### src/rtl/mul_issue_ctrl_pkg.sv
// Shared op encoding, FSM state encoding and op decode for the multiplier
// issue controller.
package mul_issue_ctrl_pkg;

   localparam int OP_W       = 3;
   localparam int OP_MUL_W   = 0;
   localparam int OP_MULH_W  = 1;
   localparam int OP_MULH_WU = 2;

   typedef enum logic [1:0] {
      ST_IDLE  = 2'd0,
      ST_CALC  = 2'd1,
      ST_DRAIN = 2'd2,
      ST_DONE  = 2'd3
   } state_e;

   typedef struct packed {
      logic hi;   // take upper result half
      logic sgn;  // signed multiply
   } op_dec_t;

   // mulh_w wins over mulh_wu, which wins over mul_w; all-zero behaves as mul_w.
   function automatic op_dec_t op_decode(input logic [OP_W-1:0] op);
      op_dec_t d;
      d = '0;
      if (op[OP_MULH_W]) begin
         d.hi  = 1'b1;
         d.sgn = 1'b1;
      end else if (op[OP_MULH_WU]) begin
         d.hi  = 1'b1;
      end else if (op[OP_MUL_W]) begin
         d = '0;
      end
      return d;
   endfunction

endpackage

### src/rtl/mul_issue_ctrl_if.sv
// EXE/MEM handshakes and multiplier port bundle for mul_issue_ctrl.
interface mul_issue_ctrl_if #(
   parameter int XLEN   = 32,
   parameter int DEST_W = 5
);
   import mul_issue_ctrl_pkg::*;

   logic                in_valid;
   logic                in_ready;
   logic [OP_W-1:0]     in_op;
   logic [XLEN-1:0]     in_src1;
   logic [XLEN-1:0]     in_src2;
   logic [DEST_W-1:0]   in_dest;
   logic                flush;
   logic                mul_en;
   logic                mul_signed;
   logic [XLEN-1:0]     mul_x;
   logic [XLEN-1:0]     mul_y;
   logic [2*XLEN-1:0]   mul_result;
   logic                mul_complete;
   logic                out_valid;
   logic                out_ready;
   logic [XLEN-1:0]     out_result;
   logic [DEST_W-1:0]   out_dest;
   logic                busy;

   // Parent pipeline + multiplier side
   modport master (
      output in_valid, in_op, in_src1, in_src2, in_dest, flush,
             mul_result, mul_complete, out_ready,
      input  in_ready, mul_en, mul_signed, mul_x, mul_y,
             out_valid, out_result, out_dest, busy
   );

   // Controller side
   modport slave (
      input  in_valid, in_op, in_src1, in_src2, in_dest, flush,
             mul_result, mul_complete, out_ready,
      output in_ready, mul_en, mul_signed, mul_x, mul_y,
             out_valid, out_result, out_dest, busy
   );

endinterface

### src/rtl/mul_issue_ctrl.sv
// Sequencing front-end for the 2-cycle EXE multiplier: accepts an op, holds
// operands while the multiplier runs, and hands the selected half to MEM.
module mul_issue_ctrl
   import mul_issue_ctrl_pkg::*;
#(
   parameter int XLEN   = 32,
   parameter int DEST_W = 5
) (
   input  logic           clk,
   input  logic           resetn,
   mul_issue_ctrl_if.slave bus
);

   state_e              state_q;
   logic                mul_en_q;
   logic                sgn_q;
   logic                hi_q;
   logic [XLEN-1:0]     mul_x_q;
   logic [XLEN-1:0]     mul_y_q;
   logic [DEST_W-1:0]   dest_q;
   logic                out_valid_q;
   logic [XLEN-1:0]     out_result_q;
   logic [DEST_W-1:0]   out_dest_q;

   logic                in_ready_d;
   logic                accept_d;
   op_dec_t             dec_d;
   logic [XLEN-1:0]     result_d;

   // Flush always blocks a new op, even from a DONE slot that is draining.
   assign in_ready_d = !bus.flush &&
                       ((state_q == ST_IDLE) || ((state_q == ST_DONE) && bus.out_ready));
   assign accept_d   = bus.in_valid && in_ready_d;
   assign dec_d      = op_decode(bus.in_op);
   assign result_d   = hi_q ? bus.mul_result[2*XLEN-1:XLEN] : bus.mul_result[XLEN-1:0];

   always_ff @(posedge clk or negedge resetn) begin
      if (!resetn) begin
         state_q      <= ST_IDLE;
         mul_en_q     <= 1'b0;
         sgn_q        <= 1'b0;
         hi_q         <= 1'b0;
         mul_x_q      <= '0;
         mul_y_q      <= '0;
         dest_q       <= '0;
         out_valid_q  <= 1'b0;
         out_result_q <= '0;
         out_dest_q   <= '0;
      end else begin
         case (state_q)
            ST_IDLE: begin
               if (accept_d) begin
                  state_q  <= ST_CALC;
                  mul_en_q <= 1'b1;
                  sgn_q    <= dec_d.sgn;
                  hi_q     <= dec_d.hi;
                  mul_x_q  <= bus.in_src1;
                  mul_y_q  <= bus.in_src2;
                  dest_q   <= bus.in_dest;
               end
            end
            ST_CALC: begin
               if (bus.flush) begin
                  // The multiplier's internal counter only clears on complete,
                  // so a flush before complete must keep mul_en high (DRAIN).
                  if (bus.mul_complete) begin
                     state_q  <= ST_IDLE;
                     mul_en_q <= 1'b0;
                  end else begin
                     state_q  <= ST_DRAIN;
                  end
               end else if (bus.mul_complete) begin
                  state_q      <= ST_DONE;
                  mul_en_q     <= 1'b0;
                  out_valid_q  <= 1'b1;
                  out_result_q <= result_d;
                  out_dest_q   <= dest_q;
               end
            end
            ST_DRAIN: begin
               if (bus.mul_complete) begin
                  state_q  <= ST_IDLE;
                  mul_en_q <= 1'b0;
               end
            end
            ST_DONE: begin
               if (bus.flush) begin
                  state_q     <= ST_IDLE;
                  out_valid_q <= 1'b0;
               end else if (bus.out_ready) begin
                  out_valid_q <= 1'b0;
                  if (accept_d) begin
                     state_q  <= ST_CALC;
                     mul_en_q <= 1'b1;
                     sgn_q    <= dec_d.sgn;
                     hi_q     <= dec_d.hi;
                     mul_x_q  <= bus.in_src1;
                     mul_y_q  <= bus.in_src2;
                     dest_q   <= bus.in_dest;
                  end else begin
                     state_q  <= ST_IDLE;
                  end
               end
            end
            default: begin
               state_q <= ST_IDLE;
            end
         endcase
      end
   end

   assign bus.in_ready   = in_ready_d;
   assign bus.mul_en     = mul_en_q;
   assign bus.mul_signed = sgn_q;
   assign bus.mul_x      = mul_x_q;
   assign bus.mul_y      = mul_y_q;
   assign bus.out_valid  = out_valid_q;
   assign bus.out_result = out_result_q;
   assign bus.out_dest   = out_dest_q;
   assign bus.busy       = (state_q != ST_IDLE);

endmodule

### src/flat_wrapper.sv
// flat-port wrapper written by rule: the top's interface ports become plain ports
module mul_issue_ctrl_flat import mul_issue_ctrl_pkg::*;
#(
   parameter int XLEN   = 32,
   parameter int DEST_W = 5
)
  (clk, resetn, bus_in_valid, bus_in_op, bus_in_src1, bus_in_src2, bus_in_dest, bus_flush, bus_mul_result, bus_mul_complete, bus_out_ready, bus_in_ready, bus_mul_en, bus_mul_signed, bus_mul_x, bus_mul_y, bus_out_valid, bus_out_result, bus_out_dest, bus_busy);
  mul_issue_ctrl_if #(.XLEN(XLEN), .DEST_W(DEST_W)) bus_i ();
  input  logic clk;
  input  logic resetn;
  input wire logic [$bits(bus_i.in_valid)-1:0] bus_in_valid;
  input wire logic [$bits(bus_i.in_op)-1:0] bus_in_op;
  input wire logic [$bits(bus_i.in_src1)-1:0] bus_in_src1;
  input wire logic [$bits(bus_i.in_src2)-1:0] bus_in_src2;
  input wire logic [$bits(bus_i.in_dest)-1:0] bus_in_dest;
  input wire logic [$bits(bus_i.flush)-1:0] bus_flush;
  input wire logic [$bits(bus_i.mul_result)-1:0] bus_mul_result;
  input wire logic [$bits(bus_i.mul_complete)-1:0] bus_mul_complete;
  input wire logic [$bits(bus_i.out_ready)-1:0] bus_out_ready;
  output wire logic [$bits(bus_i.in_ready)-1:0] bus_in_ready;
  output wire logic [$bits(bus_i.mul_en)-1:0] bus_mul_en;
  output wire logic [$bits(bus_i.mul_signed)-1:0] bus_mul_signed;
  output wire logic [$bits(bus_i.mul_x)-1:0] bus_mul_x;
  output wire logic [$bits(bus_i.mul_y)-1:0] bus_mul_y;
  output wire logic [$bits(bus_i.out_valid)-1:0] bus_out_valid;
  output wire logic [$bits(bus_i.out_result)-1:0] bus_out_result;
  output wire logic [$bits(bus_i.out_dest)-1:0] bus_out_dest;
  output wire logic [$bits(bus_i.busy)-1:0] bus_busy;
  assign bus_i.in_valid = bus_in_valid;
  assign bus_i.in_op = bus_in_op;
  assign bus_i.in_src1 = bus_in_src1;
  assign bus_i.in_src2 = bus_in_src2;
  assign bus_i.in_dest = bus_in_dest;
  assign bus_i.flush = bus_flush;
  assign bus_i.mul_result = bus_mul_result;
  assign bus_i.mul_complete = bus_mul_complete;
  assign bus_i.out_ready = bus_out_ready;
  assign bus_in_ready = bus_i.in_ready;
  assign bus_mul_en = bus_i.mul_en;
  assign bus_mul_signed = bus_i.mul_signed;
  assign bus_mul_x = bus_i.mul_x;
  assign bus_mul_y = bus_i.mul_y;
  assign bus_out_valid = bus_i.out_valid;
  assign bus_out_result = bus_i.out_result;
  assign bus_out_dest = bus_i.out_dest;
  assign bus_busy = bus_i.busy;
  mul_issue_ctrl #(.XLEN(XLEN), .DEST_W(DEST_W)) u_core (.clk(clk), .resetn(resetn), .bus(bus_i));
endmodule
### config.mk
export PLATFORM = sky130hd
export DESIGN_NAME = mul_issue_ctrl_flat
export DESIGN_NICKNAME = d
export VERILOG_FILES = /design/src/rtl/mul_issue_ctrl_pkg.sv /design/src/rtl/mul_issue_ctrl_if.sv /design/src/rtl/mul_issue_ctrl.sv /design/src/flat_wrapper.sv
export SDC_FILE = /design/constraint.sdc
export NUM_CORES = 1
export LEC_CHECK = 0
export ABC_AREA = 1
export BUFFER_PORTS_ARGS = -buffer_cell sky130_fd_sc_hd__buf_2
export CORE_ASPECT_RATIO = 0.5
export CORE_UTILIZATION = 46
export DETAILED_ROUTE_END_ITERATION = 8
export MAX_ROUTING_LAYER = met4
export PLACE_DENSITY_LB_ADDON = 0.05
export SLEW_MARGIN = 20
export SYNTH_ARGS = -nofsm -noshare
export SYNTH_HDL_FRONTEND = slang
export SYNTH_SLANG_ARGS = --single-unit
### constraint.sdc
create_clock -name clk -period 1.8 [get_ports clk]
set_clock_uncertainty 0.2 [all_clocks]
set_input_delay 0.36 -clock clk [delete_from_list [all_inputs] [get_ports clk]]
set_output_delay 0.36 -clock clk [all_outputs]
set_load 0.03 [all_outputs]
# Word level (Yosys, flattened, before mapping)
# Cells that the tools add are included.
# W data, S select, Z words.
[totals]
regBits = 112
inputBits = 142
output_inout_bits = 106
[classes]
n_eq_ne = 12
mux = 42
n_bitwise = 1
reduce_logical = 15
[ops]
columns = ["operator", "count"]
rows = [
  ["$mux W32", 7],
  ["$pmux W32 S2", 2],
  ["$mux W1", 16],
  ["$mux W2", 8],
  ["$mux W5", 3],
  ["$ne A2 B2 Y1 const B", 5],
  ["$pmux W5 S2", 1],
  ["$reduce_and A3 Y1", 3],
  ["$pmux W2 S4", 1],
  ["$reduce_and A4 Y1", 2],
  ["$ne A3 B3 Y1 const B", 2],
  ["$pmux W1 S2", 3],
  ["$reduce_bool A2 Y1", 3],
  ["$eq A2 B2 Y1 const B", 2],
  ["$ne A2 B1 Y1 const B", 2],
  ["$logic_and A1 B1 Y1", 3],
  ["$pmux W1 S3", 1],
  ["$eq A2 B1 Y1 const B", 1],
  ["$logic_not A2 Y1", 1],
  ["$reduce_or A2 Y1", 1],
  ["$logic_not A1 Y1", 1],
  ["$logic_or A1 B1 Y1", 1],
  ["$not A1 Y1", 1],
]

# Depth between registers and ports, before layout
[depth]
depth_word = 9
ltp_mapped = 9
depth_no_buf = 8

# Worst setup path before layout
# No wires, ideal clock.
[synth_timing]
path_type = "reg2out"
startpoint = "register u_core.state_q[0]"
endpoint = "output bus_in_ready"
arrival_time_ns = 1.321
required_time_ns = 1.240
slack_ns = -0.081
path_stages_with_launch = 6
path_buffers = 1
cell_sequence = "dfrtp_1 -> inv_1 -> ha_1 -> inv_2 -> a21oi_4 -> buf_2"
[synth_via]
elab_chain_len = 4
[synth_rtl]
columns = ["item", "line_no", "rtl"]
rows = [
  ["from (decl)", "mul_issue_ctrl.sv:14", "state_e state_q;"],
  ["from (signal assigned)", "mul_issue_ctrl.sv:39", "state_q <= ST_IDLE;"],
  ["from (signal assigned)", "mul_issue_ctrl.sv:53", "state_q <= ST_CALC;"],
  ["from (signal assigned)", "mul_issue_ctrl.sv:67", "state_q <= ST_IDLE;"],
  ["$eq A2 B2 Y1", "mul_issue_ctrl.sv:32", "((state_q == ST_IDLE) || ((state_q == ST_DONE) && bus.out_ready));"],
  ["$logic_and A1 B1 Y1", "mul_issue_ctrl.sv:32", ""],
  ["$logic_or A1 B1 Y1 *", "mul_issue_ctrl.sv:32", ""],
  ["$logic_and A1 B1 Y1 *", "mul_issue_ctrl.sv:31", "assign in_ready_d = !bus.flush &&"],
  ["to (decl)", "flat_wrapper.sv:20", "output wire logic [$bits(bus_i.in_ready)-1:0] bus_in_ready;"],
]
# Mark *: on every way between the ends. The rest lies on a longest branch, timed or not.

# Worst setup path in the final report
# Same ends and word-level chain as after synthesis.

==> results.md <==
Logic synthesis:
- In the synthesized netlist, the number of instances is 602.
- The share of the Yosys chip area taken by registers is 55.0%.
- The post-synthesis cell type count is 22.
- Dividing the synthesized area by the synthesized cell count gives 8.47 um2.
- The number of nets produced by synthesis is 749.
- The cell area that synthesis handed to floorplanning was around 5000 um2.
- The Yosys step of the flow raised 0 warnings.
- The post-synthesis register bit count is 112.

Outcome:
- The final reports fail on negative setup slack.
- The flow ran to the end, but the final reports show violations.

Critical path:
- The number of buffers and inverters on the critical path is 3.
- The largest individual stage delay along the critical path comes from the cell dfrtp_1.
- Traced cell by cell, the critical path runs through inv_2 > ha_4 > inv_2 > a21oi_4 > buf_6.
- The beginning of the worst register-to-register path is u_core.state_q[0].
- The type of the worst setup path is register to output port.
- The family with the most delay on the worst path is flip-flops.
- STA classifies the critical path startpoint as a register.
- The cell count along the critical path is 5.
- For this run, the slowest stage of the critical path takes 430 ps.
- The most frequent cell on the critical path is inv_2.
- The critical path endpoint category is an output port.
- At the worst endpoint, the arrival time is between 1000 and 1500 ps.
- The required time of the critical path is 1240 ps.
- Along the worst path, the maximum fanout reaches 3.
- The length in cells of the worst reg-to-reg path is 9.
- The start point of the critical path is u_core.state_q[0].

CTS:
- The TritonCTS sink count is 112.
- The deepest clock path buffer count is 2.
- The CTS tree is yes.
- After clock tree synthesis, the clock-pin slew on the worst setup and hold paths is 70 ps.
- TritonCTS created 9 clock buffers.
- The maximum level of the CTS H-tree is 3.
- CTS placed an instance of clkbuf_16 at the clock tree root.
- The later pin in the worst-skew pair is clocked with a latency of between 300 and 400 ps.

Finish:
- Compared with the post-synthesis result, the final layout area differs by 36.7%.
- The library cells used most frequently in the layout, excluding fill and tap cells, are 243 x buf_2, 242 x nand2_1, 111 x dfrtp_1.
- After routing the design area is 6970 um2.
- The library cell used most frequently in the layout, excluding fill and tap cells, is buf_2.
- Of the cells placed in the final design, the portion with a size suffix greater than 1 is 36.5%.
- The post-layout instance count excluding filler cells is 990.
- The final layout contains 992 nets.
- The number of antenna diodes in the final layout is 0.

STA:
- Of the available clock period, the critical path in the final layout requires 107%.
- Counting I/O delays and the setup requirement, the final critical path takes 1920 ps.
- Setup repair after global routing could not meet its margin everywhere.
- For the pin with the worst max-slew slack, the measured transition is 389 ps.
- The number of max-slew violations in the final report is 0.
- In this run the tightest slew margin relative to its limit is 73.8%.
- The final-report setup violation count is 20.
- Based on the critical path, the design can be clocked at up to 0.522 GHz.
- The number of hold violations in the final report is 0.
- In the final timing run, aggregate negative setup slack is -275 ps.
- Once routing completed, OpenROAD measured the worst setup slack at -117 ps.

Placement:
- At the end of routability-driven placement, the weighted congestion stood at 0.822.
- Detailed placement ended at an HPWL of 9210 um.
- Buffers placed on the I/O ports in this run total roughly 250.
- Timing analysis after detailed placement gives a worst setup slack of -8.21 ps.
- The placed standard-cell area is 6600 um2.
- The number of instances in the placed design is 971.

Hold path:
- The type of the tightest min-delay check is primary input to register.
- The startpoint identified for the worst hold timing path is bus_in_src1[7].
- Along the worst hold path, the cell count comes to 3.

Drt:
- The detailed router placed 4,822 vias in this run.
- The number of antenna-violating nets in the routed design is 0.
- The wire length per cell after detailed routing is approximately 13 um.
- The detailed-routing iteration count for the pre-antenna-repair pass is 4.
- For this block, the routed nets add up to 13,000 um of wire.
- The remaining design rule violation count is 0.
- The mean number of vias per cell is ~4.9.
- The first routing iteration left 180 violations.

GRT:
- Global routing consumed, over all layers together, 23.4% of the routing resources.
- The first global-routing pass estimated 20,500 um of wire.
- The number of antenna violations at the first check in global routing was 0.
- Summed over all layers, the global routing overflow is 0.
- The via count of the first global-routing pass was 4,201.
- The maximum number of pins on one net before global-route repair is 65.

Die:
- The core region is 10,500 um2.
- The die area is 11,500 um2.
- In this run the core area contains 26 standard-cell rows.
- Measured along the x axis, the die boundary spans 151 um.
- From bottom edge to top edge, the die measures 76.5 um.
- Once the floorplan was initialized, standard cells occupied 48.7% of the core.
- The number of top-level pins is 248.

Pwr:
- The leakage power is 4.00 nW.
- Power spread over the standard cell area amounts to 1820 nW/um2.
- Overall power consumption after layout is estimated at ~13 mW.
- The maximum resistive drop on vdd is 1090 uV.

Run:
- The tool flagged a number of max-cap violations equal to 0.
tightest hold or removal path, delay by kind of cell:
family / cells / cell delay (ps)
AND/OR/NAND/NOR: 2 / 140
buffers and inverters: 1 / 70
synth_stat cells (all sizes together):
| library cell | instances | area share, % |
|---|---|---|
| nand2 | 244 | 18 |
| clkbuf | 15 | 1.1 |
| ha | 5 | 1.2 |
| nor2 | 5 | 0.56 |
| a21oi | 2 | 0.42 |
| or2 | 1 | 0.12 |
| inv | 44 | 3.2 |
| nand3 | 5 | 0.74 |
| nand4 | 72 | 8.8 |
| dfrtp | 112 | 55 |
| o21ai | 69 | 7.1 |
| buf | 28 | 3.7 |
registers in the layout, indices dropped and copies added, names as in the netlist:
register	count
u_core.hi_q	1
u_core.bus.out_result	32
u_core.dest_q	5
u_core.bus.mul_en	1
u_core.bus.out_valid	1
u_core.state_q	2
u_core.bus.mul_y	32
u_core.bus.mul_x	32
u_core.bus.out_dest	5
u_core.bus.mul_signed	1
metrics by stage:
| step | util, % | hold WS [ps] |
|---|---|---|
| 2_1_floorplan | - | -136 |
| 3_5_place_dp | 63.0 | 71.0 |
| 3_3_place_gp | 63.0 | 67.4 |
| 5_1_grt | 66.5 | 62.1 |
| 4_1_cts | 66.3 | 55.6 |
| 6_report | 66.5 | 60.8 |
kinds of logic (layout without fill, tap and decap cells):
group                      Yosys count  count (layout)  share of synthesized area (%)
DFF                                112             112                           55.0
AOI/OAI and AO/OA                   71              71                           7.48
buffers and inverters               87             335                           8.07
and+or+nand+nor                    327             327                           28.3
adders and majority gates            5               5                           1.23
where the power goes:
group	internal (mW)	total, mW	leakage, nW	switching (mW)
Sequential	3.68	4.28	1.40	0.599
Combinational	2.02	6.47	2.46	4.45
Clock	1.05	1.91	0.139	0.856
Total	6.74	12.7	4.00	5.91
routing by layer:
layer	vias up	share of wire [%]	track usage (%)
met5	-	0	-
met4	0	0.84	4.70
met3	13	7.8	6.17
met2	176	48	37.5
met1	2181	43	30.0
li1	2452	-	-
final timing paths:
check                                            end  slack (ps)
worst max-delay path                    bus_in_ready        -120
worst min-delay path             u_core.bus.mul_x[7]          60
worst max register to register  u_core.bus.mul_y[26]         -20
worst min register to register  u_core.bus.mul_y[28]         270
max in group asynchronous        u_core.bus.mul_x[4]         590
min in group asynchronous        u_core.bus.mul_y[7]         240
area by class of cell:
cell class	count	area, um2
multi-input cells	403	1930
fillers	935	3500
repair buffers	275	1610
well taps	140	175
clock buffers	14	274
flip-flops and latches	112	2800
clock inverters	2	12.5
inverters	44	168
timing repair:
action                                  CTS  global route
setup buffers                             1             1
gates resized for setup                  12             5
endpoints found under the setup margin   15           104
pin swaps                                 2             1
hold endpoints to repair                 36             0
cloned                                    0             0
hold buffers                              1             0
No activity file was read; power rests on OpenSTA's default activity.
